## src/rtl/uart_rx_frame.sv

```systemverilog
// UART receiver: start, DATA_BITS data (LSB first), parity, stop; valid/ready parallel output.
// Optional macro UART_RX_SYNC_EN adds a 2-flop synchronizer on rx (+2 cycles latency).
module uart_rx_frame #(
    parameter int CLKS_PER_BIT = 16,
    parameter int DATA_BITS    = 8,
    parameter int PARITY_ODD   = 0
) (
    input  logic                 clk_uart,
    input  logic                 rst,
    input  logic                 rx,
    input  logic                 rx_ready,
    output logic [DATA_BITS-1:0] rx_data,
    output logic                 rx_valid,
    output logic                 parity_err,
    output logic                 frame_err,
    output logic                 overrun_err,
    output logic                 busy
);
    localparam int CW = $clog2(CLKS_PER_BIT);
    localparam logic [CW-1:0] HALF_M1  = CW'(CLKS_PER_BIT/2 - 1);
    localparam logic [CW-1:0] FULL_M1  = CW'(CLKS_PER_BIT - 1);
    localparam logic [3:0]    BIT_LAST = 4'(DATA_BITS - 1);

    typedef enum logic [2:0] {
        S_WAIT_HIGH, S_IDLE, S_START, S_DATA, S_PARITY, S_STOP
    } state_t;

    typedef struct packed {
        logic [DATA_BITS-1:0] data;
        logic                 perr;
        logic                 ferr;
    } frame_t;

    state_t               state, state_nx;
    logic [CW-1:0]        cnt, cnt_nx;
    logic [3:0]           bit_idx;
    logic [DATA_BITS-1:0] shift;
    logic                 par_mis;
    logic                 stop_low;
    logic                 done_q;
    logic                 rx_s;
    logic                 exp_par;
    logic                 mid_tick, end_tick;
    logic                 start_ok, bit_tick, par_tick, stop_tick;
    frame_t               pend;

`ifdef UART_RX_SYNC_EN
    logic [1:0] rx_sync;
    always_ff @(posedge clk_uart or negedge rst) begin
        if (!rst) rx_sync <= 2'b11;
        else      rx_sync <= {rx_sync[0], rx};
    end
    assign rx_s = rx_sync[1];
`else
    assign rx_s = rx;
`endif

    assign exp_par = (PARITY_ODD != 0) ? ~^shift : ^shift;

    always_ff @(posedge clk_uart or negedge rst) begin
        if (!rst) state <= S_WAIT_HIGH;
        else      state <= state_nx;
    end

    always_comb begin
        state_nx = state;
        case (state)
            S_WAIT_HIGH: if (rx_s)  state_nx = S_IDLE;
            S_IDLE:      if (!rx_s) state_nx = S_START;
            S_START:     if (mid_tick) state_nx = rx_s ? S_IDLE : S_DATA;
            S_DATA:      if (end_tick && bit_idx == BIT_LAST) state_nx = S_PARITY;
            S_PARITY:    if (end_tick) state_nx = S_STOP;
            // A low stop bit means a break or framing fault: wait for the line to recover.
            S_STOP:      if (end_tick) state_nx = rx_s ? S_IDLE : S_WAIT_HIGH;
            default:     state_nx = S_WAIT_HIGH;
        endcase
    end

    always_comb begin
        mid_tick  = (cnt == HALF_M1);
        end_tick  = (cnt == FULL_M1);
        start_ok  = (state == S_START)  && mid_tick && !rx_s;
        bit_tick  = (state == S_DATA)   && end_tick;
        par_tick  = (state == S_PARITY) && end_tick;
        stop_tick = (state == S_STOP)   && end_tick;
        cnt_nx    = cnt + 1'b1;
        if (state == S_WAIT_HIGH || state == S_IDLE)
            cnt_nx = '0;
        else if ((state == S_START && mid_tick) || (state != S_START && end_tick))
            cnt_nx = '0;
    end

    always_comb begin
        pend.data = shift;
        pend.perr = par_mis;
        pend.ferr = stop_low;
    end

    always_ff @(posedge clk_uart or negedge rst) begin
        if (!rst) begin
            cnt      <= '0;
            bit_idx  <= '0;
            shift    <= '0;
            par_mis  <= 1'b0;
            stop_low <= 1'b0;
            done_q   <= 1'b0;
        end else begin
            cnt    <= cnt_nx;
            done_q <= stop_tick;
            if (start_ok) bit_idx <= '0;
            if (bit_tick) begin
                bit_idx <= bit_idx + 4'd1;
                for (int i = 0; i < DATA_BITS; i++)
                    if (bit_idx == 4'(i)) shift[i] <= rx_s;
            end
            if (par_tick)  par_mis  <= rx_s ^ exp_par;
            if (stop_tick) stop_low <= !rx_s;
        end
    end

    // Completed frame is offered one cycle after the stop sample; a full holding
    // register drops the new frame unless it is being accepted on that same edge.
    always_ff @(posedge clk_uart or negedge rst) begin
        if (!rst) begin
            rx_data     <= '0;
            rx_valid    <= 1'b0;
            parity_err  <= 1'b0;
            frame_err   <= 1'b0;
            overrun_err <= 1'b0;
            busy        <= 1'b0;
        end else begin
            overrun_err <= 1'b0;
            busy        <= (state_nx != S_IDLE);
            if (done_q) begin
                if (!rx_valid || rx_ready) begin
                    rx_data    <= pend.data;
                    parity_err <= pend.perr;
                    frame_err  <= pend.ferr;
                    rx_valid   <= 1'b1;
                end else begin
                    overrun_err <= 1'b1;
                end
            end else if (rx_valid && rx_ready) begin
                rx_valid <= 1'b0;
            end
        end
    end

endmodule

```

## config.mk

```make
export PLATFORM = sky130hd
export DESIGN_NAME = uart_rx_frame
export DESIGN_NICKNAME = d
export VERILOG_FILES = /design/src/rtl/uart_rx_frame.sv
export SDC_FILE = /design/constraint.sdc
export NUM_CORES = 1
export LEC_CHECK = 0
export CAP_MARGIN = 10
export CORE_UTILIZATION = 55
export DETAILED_ROUTE_END_ITERATION = 6
export PLACE_DENSITY = 0.84
export REMOVE_ABC_BUFFERS = 1
export SYNTH_ARGS = -nofsm -noshare
export SYNTH_HDL_FRONTEND = slang
export SYNTH_SLANG_ARGS = --single-unit
```

## constraint.sdc

```tcl
create_clock -name clk_uart -period 2 [get_ports clk_uart]
set_input_delay 0.4 -clock clk_uart [delete_from_list [all_inputs] [get_ports clk_uart]]
set_output_delay 0.4 -clock clk_uart [all_outputs]
set_load 0.005 [all_outputs]
```

* Word-level counts from Yosys, hierarchy flattened *
Index checks and enable logic that the tools add are counted.

storage, ports and cells
  bits in registers = 35
  output and inout bits = 13
  logic and storage cells = 86

cells by class
  add/subtract/negate cells = 2
  equal/unequal tests = 17
  mux-type cells = 18
  bitwise logic cells = 1
  reductions and logical operators = 28

operators by type and width
  operator                                       count
  == test 4 x 3 -> 1 bit, second input constant  5
  AND reduction 2 bit                            10
  2-to-1 mux 3 bit                               6
  case mux 3 bit (6 select lines)                1
  2-to-1 mux 4 bit                               4
  adder 4 x 1 -> 4 bit, second input constant    2
  == test 4 x 2 -> 1 bit, second input constant  2
  logical AND 1 bit                              8
  XOR reduction 8 bit                            1
  == test 3 x 2 -> 1 bit, second input constant  2
  == test 3 bit, second input constant           2
  2-to-1 mux 1 bit                               6
  == test 4 x 1 -> 1 bit, second input constant  1
  == test 4 bit, second input constant           1
  logical NOT 4 bit                              1
  nonzero test 2 bit                             2
  == test 3 x 1 -> 1 bit, second input constant  1
  logical NOT 3 bit                              1
  logical OR 1 bit                               3
  != test 3 x 1 -> 1 bit, second input constant  1
  != test 3 x 2 -> 1 bit, second input constant  1
  logical NOT 1 bit                              2
  2-to-1 mux 2 bit                               1
  != test 2 x 1 -> 1 bit, second input constant  1
  bitwise XOR 1 bit                              1

* Logic depth before layout (Yosys ltp) *
Gate-level depths: netlist (run 1).

  depth after elaboration = 5
  mapped depth = 5
  depth with buffers taken out = 5

* Least setup slack after synthesis (run 1) *
OpenSTA, ideal clock, no wires.

  kind = flip-flop to flip-flop
  from = register cnt[0]
  to = register busy
  library setup time = 0.132 ns
  arrival = 1.569 ns
  required time = 1.868 ns
  path slack = 0.300 ns
  stages on the path, launching flop included = 6
  period minus slack after synthesis = 1.700 ns
  path through = dfrtp_1 -> ha_1 -> nand2_2 -> or4_4 -> o2111ai_2 -> or3b_1

on the way
  word-level cells in the longest chain between the ends = 5
  elaborated cells between the ends (all ways) = 9
  those cells by class = 3 x eq/ne; 5 x mux; 1 x reduce/logical

ends and longest elaborated chain
  what                                 RTL line  RTL
  from (decl)                          35        logic [CW-1:0] cnt, cnt_nx;
  from (signal assigned)               108       cnt <= cnt_nx;
  == test 4 bit                        81        end_tick = (cnt == FULL_M1);
  logical AND 1 bit                    71        S_DATA: if (end_tick && bit_idx == BIT_LAST) state_nx = S_PARITY;
  2-to-1 mux 3 bit                     71
  case mux 3 bit (6 select lines) (*)  67        case (state)
  net state_nx[0]                      34        state_t state, state_nx;
  != test 3 x 1 -> 1 bit (*)           133       busy <= (state_nx != S_IDLE);
  to (signal assigned)                 133
  to (decl)                            17        output logic busy

Mark *: on every way through the listed nets, which the timed path passes. The rest lies on a longest branch.
A chain may end at the register's enable or synchronous reset.

* Worst setup path in the final report (run 1) *
  from = register cnt[0]
  to = register shift[2]

on the way
  word-level cells in the longest chain between the ends = 3

ends and longest elaborated chain
  what                                  RTL line  RTL
  == test 4 bit                         81
  logical AND 1 bit                     83        bit_tick = (state == S_DATA) && end_tick;
  AND reduction 2 bit (no source line)  --
  to (signal, indexed assignment)       114       if (bit_idx == 4'(i)) shift[i] <= rx_s;
  to (decl)                             37        logic [DATA_BITS-1:0] shift;

Every way passes these cells.

==> impl_results.md, run 1 <==
- Outcome: finished with violations
- Failing checks: design-rule violations
- Reg2reg setup slack: 0.18 ns
- Initial antenna violation count: 0
- TritonCTS sink count: 35
- Final Hold Fails: 0
- Sequential power share: 55.8%
- Die area: 0.00322 sq mm
- IO Pins: 17
- Initial Util: 58.7%
- Via density per instance: 5.65
- Worst Hold Class: in -> async
- Clock share of power: 23.9%
- H-tree depth: 2
- R2R Path Start: cnt[0]
- Setup violations, final: 0
- Crit end category: flip-flop
- Worst path buffer plus inverter count: 0
- NetSw: 532 uW
- First-pass GRT wire length: 4970 um
- DR pass1 iterations: 7
- Max frequency: 0.550 GHz
- Synthesized flop and latch total: 35
- Post-CTS Hold Fix Bufs: 0
- Synthesized cell area: 0.00165 sq mm
- Worst slew pin tran: 0.453 ns
- Synth area leaders: dfrtp_1, mux2_2, xnor2_1, ha_1, nor2_1
- ANT cells: 0
- Number of buffers created by CTS: 5
- Critical path class: reg -> reg
- Gr ovfl total: 0
- Iteration-0 DRC Markers: 34
- GPL Wtd Cong: 0.792
- Share of cells above drive strength 1: 22.8%
- Gate power share: 20.2%
- Peak supply drop: 0.551 mV
- Synthesized area per cell: 11.8 sq um
- Netlist cell types: 31
- Min Hold Slack: 0.444 ns
- Crit-path cells: ha_1 > nand3_2 > nor4_2 > nand2_1 > mux2_2
- CP startpoint kind: flip-flop
- Maximum single-stage delay on the critical path: 0.46 ns
- Reg-to-reg endpoint: shift[2]
- Cell-internal power: 1.09 mW
- Synth warnings: 0
- Crit share post-route: 91.0%
- Clk_skew: 0.00805 ns
- Remaining DRCs: 4
- Maximum buffer depth of the clock tree: 2
- Syn-to-layout area delta: 15.9%
- Yosys top cell by area: dfrtp_1
- Core area: 0.00281 sq mm
- PortBufs: 16
- Register clock-pin slew on the reported worst setup and hold paths: 0.11 ns
- RSZ-0062 raised after global routing: false
- Die height: 56.7 um
- CTS tree: built
- Number of fill cells: 210
- NumNets Final: 170
- Worst Path Arrival: 2.06 ns
- Slowest cell on the critical path: nor4_2
- Via count: 1,091
- Drt total wl: 2920 um
- CP required: 2.24 ns
- CTS resizes: 0
- Avg WL per Cell: 15.1 um
- Cell depth of the worst flop-to-flop path: 5
- Crit-path max FO: 9
- Relative slew slack: 69.6%
- Cell Pwr Density: 848 mW/mm^2
- Clk root buf: clkbuf_4
- Fin crit period: 1.82 ns
- Die W: 56.7 um
- Total negative slack: 0 ns
- Largest net degree at the start of global routing: 36
- Antenna violation net count after detailed routing: 0
- # Post-CTS Setup Buffers: 0
- Mapped Cells: 139
- Max-cap violations: 0
- Clk_lat worst skew: 0.35 ns
- Leak Pwr: 0.814 nW
- Switching portion of total power: 32.9%
- Row count: 19
- All-Layer GR Usage: 21.1%
- Vias in the first global route: 1,042
- Top cell type's share of synthesized area: 53.2%
- Seq/Total Area, Yosys: 53.2%
- Cell family with most CP delay: simple AND/OR/NAND/NOR gates
- Post-DP HPWL: 2110 um
- Final Max Slew Viols: 0
==> layout by cell type, fill, tap and decap left out <==
cell type        instances
o211ai_1                 2
o21ai_0                  2
clkinvlp_4               2
nand4_1                  1
dfrtp_1                 35
a21oi_1                  1
clkbuf_4                 5
nand2b_1                 2
a31o_2                   1
inv_1                    8
o31ai_1                  2
or2_2                    1
o22ai_1                  2
nand3_1                  5
a211oi_1                 1
xnor3_1                  1
nand3_2                  1
nor3_1                   6
xnor2_1                  9
nor4_2                   1
mux2_2                  19
nand3b_1                 2
o2111ai_2                1
nand2_1                  9
clkdlybuf4s50_1         16
clkinv_2                 1
buf_4                    3
o21bai_1                 2
ha_1                     5
or3b_1                   1
or4_4                    1
nor2_1                  10
xor2_1                   3
nand2_2                  1
==> cells by family after synthesis <==
| family | count (synthesis) | synth area share (%) |
|---|---|---|
| xor gates and xnor gates | 13 | 7.75 |
| buffers and inverters | 12 | 2.89 |
| and+or+nand+nor | 41 | 13.1 |
| muxes | 19 | 13.0 |
| AOI/OAI and AO/OA | 14 | 6.31 |
| adders and majority gates | 5 | 3.80 |
| DFF | 35 | 53.2 |
==> per-stage QoR <==
| stage | setup WS, ns | cells | util, % | instance area (sq um) | power, mW |
|---|---|---|---|---|---|
| floorplan | 0.300 | 135 | - | 1630 | 1.13 |
| global placement | 0.205 | 185 | 66.0 | 1850 | 1.22 |
| detailed placement | 0.162 | 185 | 66.0 | 1850 | 1.24 |
| CTS | 0.177 | 193 | 68.0 | 1910 | 1.63 |
| global route | 0.0395 | 193 | 68.0 | 1910 | 1.71 |
| finish | 0.181 | 193 | 68.0 | 1910 | 1.62 |
==> state kept, by name, summed over array words and instances, names as in the netlist, 3 cells and up <==
name and cells:
bit_idx 4, shift 8, rx_data 8, state 3, cnt 4
==> worst max path at each step <==
stage                             to  cells after the start  slack (ns)     start
after floorplan                 busy                      5        0.30    cnt[0]
after global placement    rx_data[0]                      4        0.20  rx_ready
after detailed placement  rx_data[1]                      4        0.16  rx_ready
after CTS                       busy                      5        0.18    cnt[0]
after global routing        shift[2]                      5        0.04    cnt[0]
final                       shift[2]                      5        0.18    cnt[0]
==> worst register-to-register path, cell delays in order, from the launching register on <==
cell and delay [ns]:
dfrtp_1 0.38, ha_1 0.26, nand3_2 0.21, nor4_2 0.46, nand2_1 0.12, mux2_2 0.28
==> metal layers <==
metal / routed length, um / part of all wire [%] / vias to the layer above / GRT usage (%)
met5: 0 / 0 / - / 0
met4: 67 / 2.3 / 0 / 9.64
met3: 138 / 4.7 / 9 / 7.83
met2: 1370 / 47 / 27 / 31.3
met1: 1340 / 46 / 531 / 27.4
li1: - / - / 524 / -
==> cell usage after synthesis (all sizes together) <==
| cell | number |
|---|---|
| or2 | 1 |
| xnor2 | 9 |
| nor4 | 1 |
| xor2 | 3 |
| clkbuf | 2 |
| inv | 8 |
| a211oi | 1 |
| nand3b | 2 |
| nand3 | 6 |
| mux2 | 19 |
| nand4 | 1 |
| o22ai | 2 |
| o2111ai | 1 |
| or4 | 1 |
| o21bai | 2 |
| o21ai | 2 |
| nand2b | 2 |
| ha | 5 |
| nor3 | 6 |
| nand2 | 10 |
| a21oi | 1 |
| buf | 2 |
| o211ai | 2 |
| a31o | 1 |
| nor2 | 10 |
| xnor3 | 1 |
| or3b | 1 |
| dfrtp | 35 |
| o31ai | 2 |
==> power by group through the flow <==
stage          Sequential, mW  Clock, mW  Combinational, mW
2_1_floorplan           0.889          0              0.239
3_3_place_gp            0.906          0              0.313
3_5_place_dp            0.915          0              0.328
4_1_cts                 0.902      0.397              0.330
5_1_grt                 0.917      0.427              0.364
6_report                0.903      0.388              0.327
==> area by class of cell <==
cell class	count	area, sq um	share of cell area (%)
Clock inverter	3	20.0	1.05
Inverter	8	30.0	1.57
Multi-Input combinational cell	92	723	37.9
Clock buffer	5	37.5	1.97
Tap cell	31	38.8	2.03
Timing Repair Buffer	19	183	9.57
Sequential cell	35	876	45.9
No activity file was read; power rests on OpenSTA's default activity.
==> run 2: changes to the inputs <==
--- a/config.mk
+++ b/config.mk
@@ -5,10 +5,11 @@
 export SDC_FILE = /design/constraint.sdc
 export NUM_CORES = 1
 export LEC_CHECK = 0
+export ABC_AREA = 1
 export CAP_MARGIN = 10
 export CORE_UTILIZATION = 55
 export DETAILED_ROUTE_END_ITERATION = 6
-export PLACE_DENSITY = 0.84
+export PLACE_DENSITY = 0.83
 export REMOVE_ABC_BUFFERS = 1
 export SYNTH_ARGS = -nofsm -noshare
 export SYNTH_HDL_FRONTEND = slang
==> impl_results.md, run 2 <==
- Largest regs: rx_data: 8 flops, shift: 8 flops
- All-Layer GR Usage: 21.6%
- Crit-path max FO: 2
- Top_reg_cell synth: dfrtp_1
- Post-synth top cells: nand2_1, dfrtp_1, o21ai_1, inv_1, nand3_1
- Remaining DRCs: 6
- Post-CTS Hold Fix Bufs: 0
- Synth Area in XOR/XNOR: 2.58%
- Post-DP HPWL: 2270 um
- Most frequent cells in the layout: nand2_1, dfrtp_1, o21ai_1
- Failing checks: design-rule violations
- Ys async rst share: 100%
- Yosys top cell by area: dfrtp_1
- Outcome: finished with violations
- Cells after DPL: 244
- Setup ws final: 0.379 ns
- Die W: 57.6 um
- Via count: 1,337
- Reg-to-reg endpoint: busy
- Largest net degree at the start of global routing: 36
- Cell Count, Final, Fillers Out: 252
- Cell family with most CP delay: buffers and inverters
- Cell-internal power: 979 uW
- First-pass GRT wire length: 5410 um
- Via density per instance: 5.31
- Die height: 57.6 um
- Vias in the first global route: 1,292
- Max frequency: 0.617 GHz
- Critical Path End: rx_data[3]
- Clock share of power: 40.8%
- Antenna violation net count after detailed routing: 0
- Final Hold Fails: 0
- Crit share post-route: 81.0%
- Switching portion of total power: 21.4%
- CTS resizes: 0
- Most frequent cell after synthesis: nand2_1
- Drt total wl: 3000 um
- Netlist cell types: 24
- Relative slew slack: 71.3%
- Total negative slack: 0 ns
- CP Depth: 1
- Maximum buffer depth of the clock tree: 2
- CP startpoint kind: flip-flop
- Synthesized flop and latch total: 35
- Crit end category: output port
- Reg2reg setup slack: 0.42 ns
- Worst slew pin tran: 0.431 ns
- Worst Hold Class: in -> async
- Seq/Total Area, Yosys: 51.5%
- Commonest non-fill, non-tap cell in the layout: nand2_1
- ANT cells: 0
- Worst Path Arrival: 1.22 ns
- H-tree depth: 2
- Clk_skew: 0.0172 ns
- Mapped Cells: 198
- DP Worst Slack: 0.244 ns
- Number of buffers created by CTS: 5
- TritonCTS sink count: 35
- Iteration-0 DRC Markers: 57
- Row count: 19
- Setup crit start: rx_data[3]
- Max-cap violations: 0
- Initial antenna violation count: 0
- Sequential power share: 56.8%
- Die area: 0.00332 sq mm
- Top cell type's share of synthesized area: 51.5%
- Number of synthesized flops with an enable pin: 0
- Combinational family with the most area after synthesis: simple AND/OR/NAND/NOR gates
- Maximum single-stage delay on the critical path: 0.50 ns
- Synth Area in Compound Gates: 7.81%
- IO Pins: 17
- # Post-CTS Setup Buffers: 0
- Syn-to-layout area delta: 16.2%
- Cell Pwr Density: 630 mW/mm^2
- Synth Area in Adders: 3.68%
- Synthesized area per cell: 8.58 sq um
- Avg WL per Cell: 11.9 um
- Clk root buf: clkbuf_4
- GPL Wtd Cong: 0.778
- Synth area leaders: dfrtp_1, nand2_1, o21ai_1, nand3_1, inv_1
- Crit-path cells: clkdlybuf4s50_1
- NumNets Final: 229
- Cell depth of the worst flop-to-flop path: 9
- Mux share of post-synthesis cell area: 1.33%
- Worst path buffer plus inverter count: 1
- Gate power share: 2.4%
- Slowest cell on the critical path: clkdlybuf4s50_1
- NetSw: 266 uW
- Initial Util: 59.6%
- Share of cells above drive strength 1: 11.3%
- Leak Pwr: 0.993 nW
- Peak supply drop: 0.597 mV
- Synth warnings: 0
- Clk_lat worst skew: 0.35 ns
- Critical path class: reg -> out
- Synthesized cell area: 0.00170 sq mm
- Register clock-pin slew on the reported worst setup and hold paths: 0.12 ns
- Core area: 0.00285 sq mm
- R2R Path Start: cnt[0]
- CTS tree: built
- DR pass1 iterations: 7
- Min Hold Slack: 0.440 ns
- Fin crit period: 1.62 ns
- CP required: 1.60 ns
- Gr ovfl total: 0
- Final Max Slew Viols: 0
- Simple-gate share of the synthesized area: 26.4%
- RSZ-0062 raised after global routing: false
- Setup violations, final: 0
- PortBufs: 16
==> run 2: cell count changes in the layout (fill, tap and decap cells not counted), moves of 3 or more <==
cell | before | now
inv_2 | 0 | 5
nand3_1 | 5 | 19
nor3_1 | 6 | 2
mux2_2 | 19 | 2
inv_1 | 8 | 19
xnor2_1 | 9 | 2
nand2_1 | 9 | 54
nor3_2 | 0 | 3
o21ai_1 | 0 | 23
nor2_4 | 0 | 3
==> run 2: routing by layer <==
| layer | vias to the layer above | share of wire, % | global-route usage [%] |
|---|---|---|---|
| met2 | 34 | 49 | 36.4 |
| met5 | - | 0 | 0 |
| met1 | 622 | 44 | 26.1 |
| met3 | 6 | 5.2 | 6.80 |
| met4 | 0 | 1.7 | 7.67 |
| li1 | 675 | - | - |
==> run 2: cell families (layout without fill, tap and decap cells) <==
group,count (synthesis),after routing
xor+xnor,5,5
mux,2,2
flops,35,35
fa+ha+maj,5,5
compound gates,26,26
buf+inv,28,51
simple gates,97,97
==> run 2: worst min path at each step <==
| stage | slack (ns) | end | depth (start not counted) |
|---|---|---|---|
| floorplan | 0.10 | bit_idx[0] | 0 |
| global placement | 0.45 | cnt[0] | 1 |
| detailed placement | 0.47 | cnt[0] | 1 |
| CTS | 0.45 | shift[5] | 2 |
| global route | 0.50 | rx_data[3] | 2 |
| finish | 0.44 | shift[5] | 2 |
==> run 2: final cells by class <==
| class | instances | area (sq um) |
|---|---|---|
| Inverter | 25 | 93.8 |
| Clock inverter | 3 | 43.8 |
| Clock buffer | 5 | 37.5 |
| Sequential cell | 35 | 876 |
| Timing Repair Buffer | 18 | 175 |
| Multi-Input combinational cell | 135 | 709 |
| Fill cell | 235 | 878 |
| Tap cell | 31 | 38.8 |
==> run 2: worst register-to-register path, delay by kind of cell, from the launching register on <==
kind / cells / cell delay, ns
adder cells (fa/ha/maj): 1 / 0.19
flip-flops: 1 / 0.39
buffers and inverters: 1 / 0.09
AND/OR/NAND/NOR: 7 / 0.86
==> run 2: metrics by stage <==
step                total power [mW]  instance area (sq um)  utilization (%)
finish                          1.24                   1970             69.2
global route                    1.29                   1970             69.2
CTS                             1.25                   1970             69.2
global placement               0.750                   1890             66.4
floorplan                      0.728                   1680                -
detailed placement             0.751                   1890             66.4
==> run 2: power by group through the flow <==
stage / logic (mW) / registers (mW) / clock network [mW]
after floorplan: 0.00674 / 0.721 / 0
after global placement: 0.0290 / 0.721 / 0
after detailed placement: 0.0305 / 0.721 / 0
after CTS: 0.0305 / 0.707 / 0.516
after global routing: 0.0342 / 0.707 / 0.544
final: 0.0296 / 0.707 / 0.508
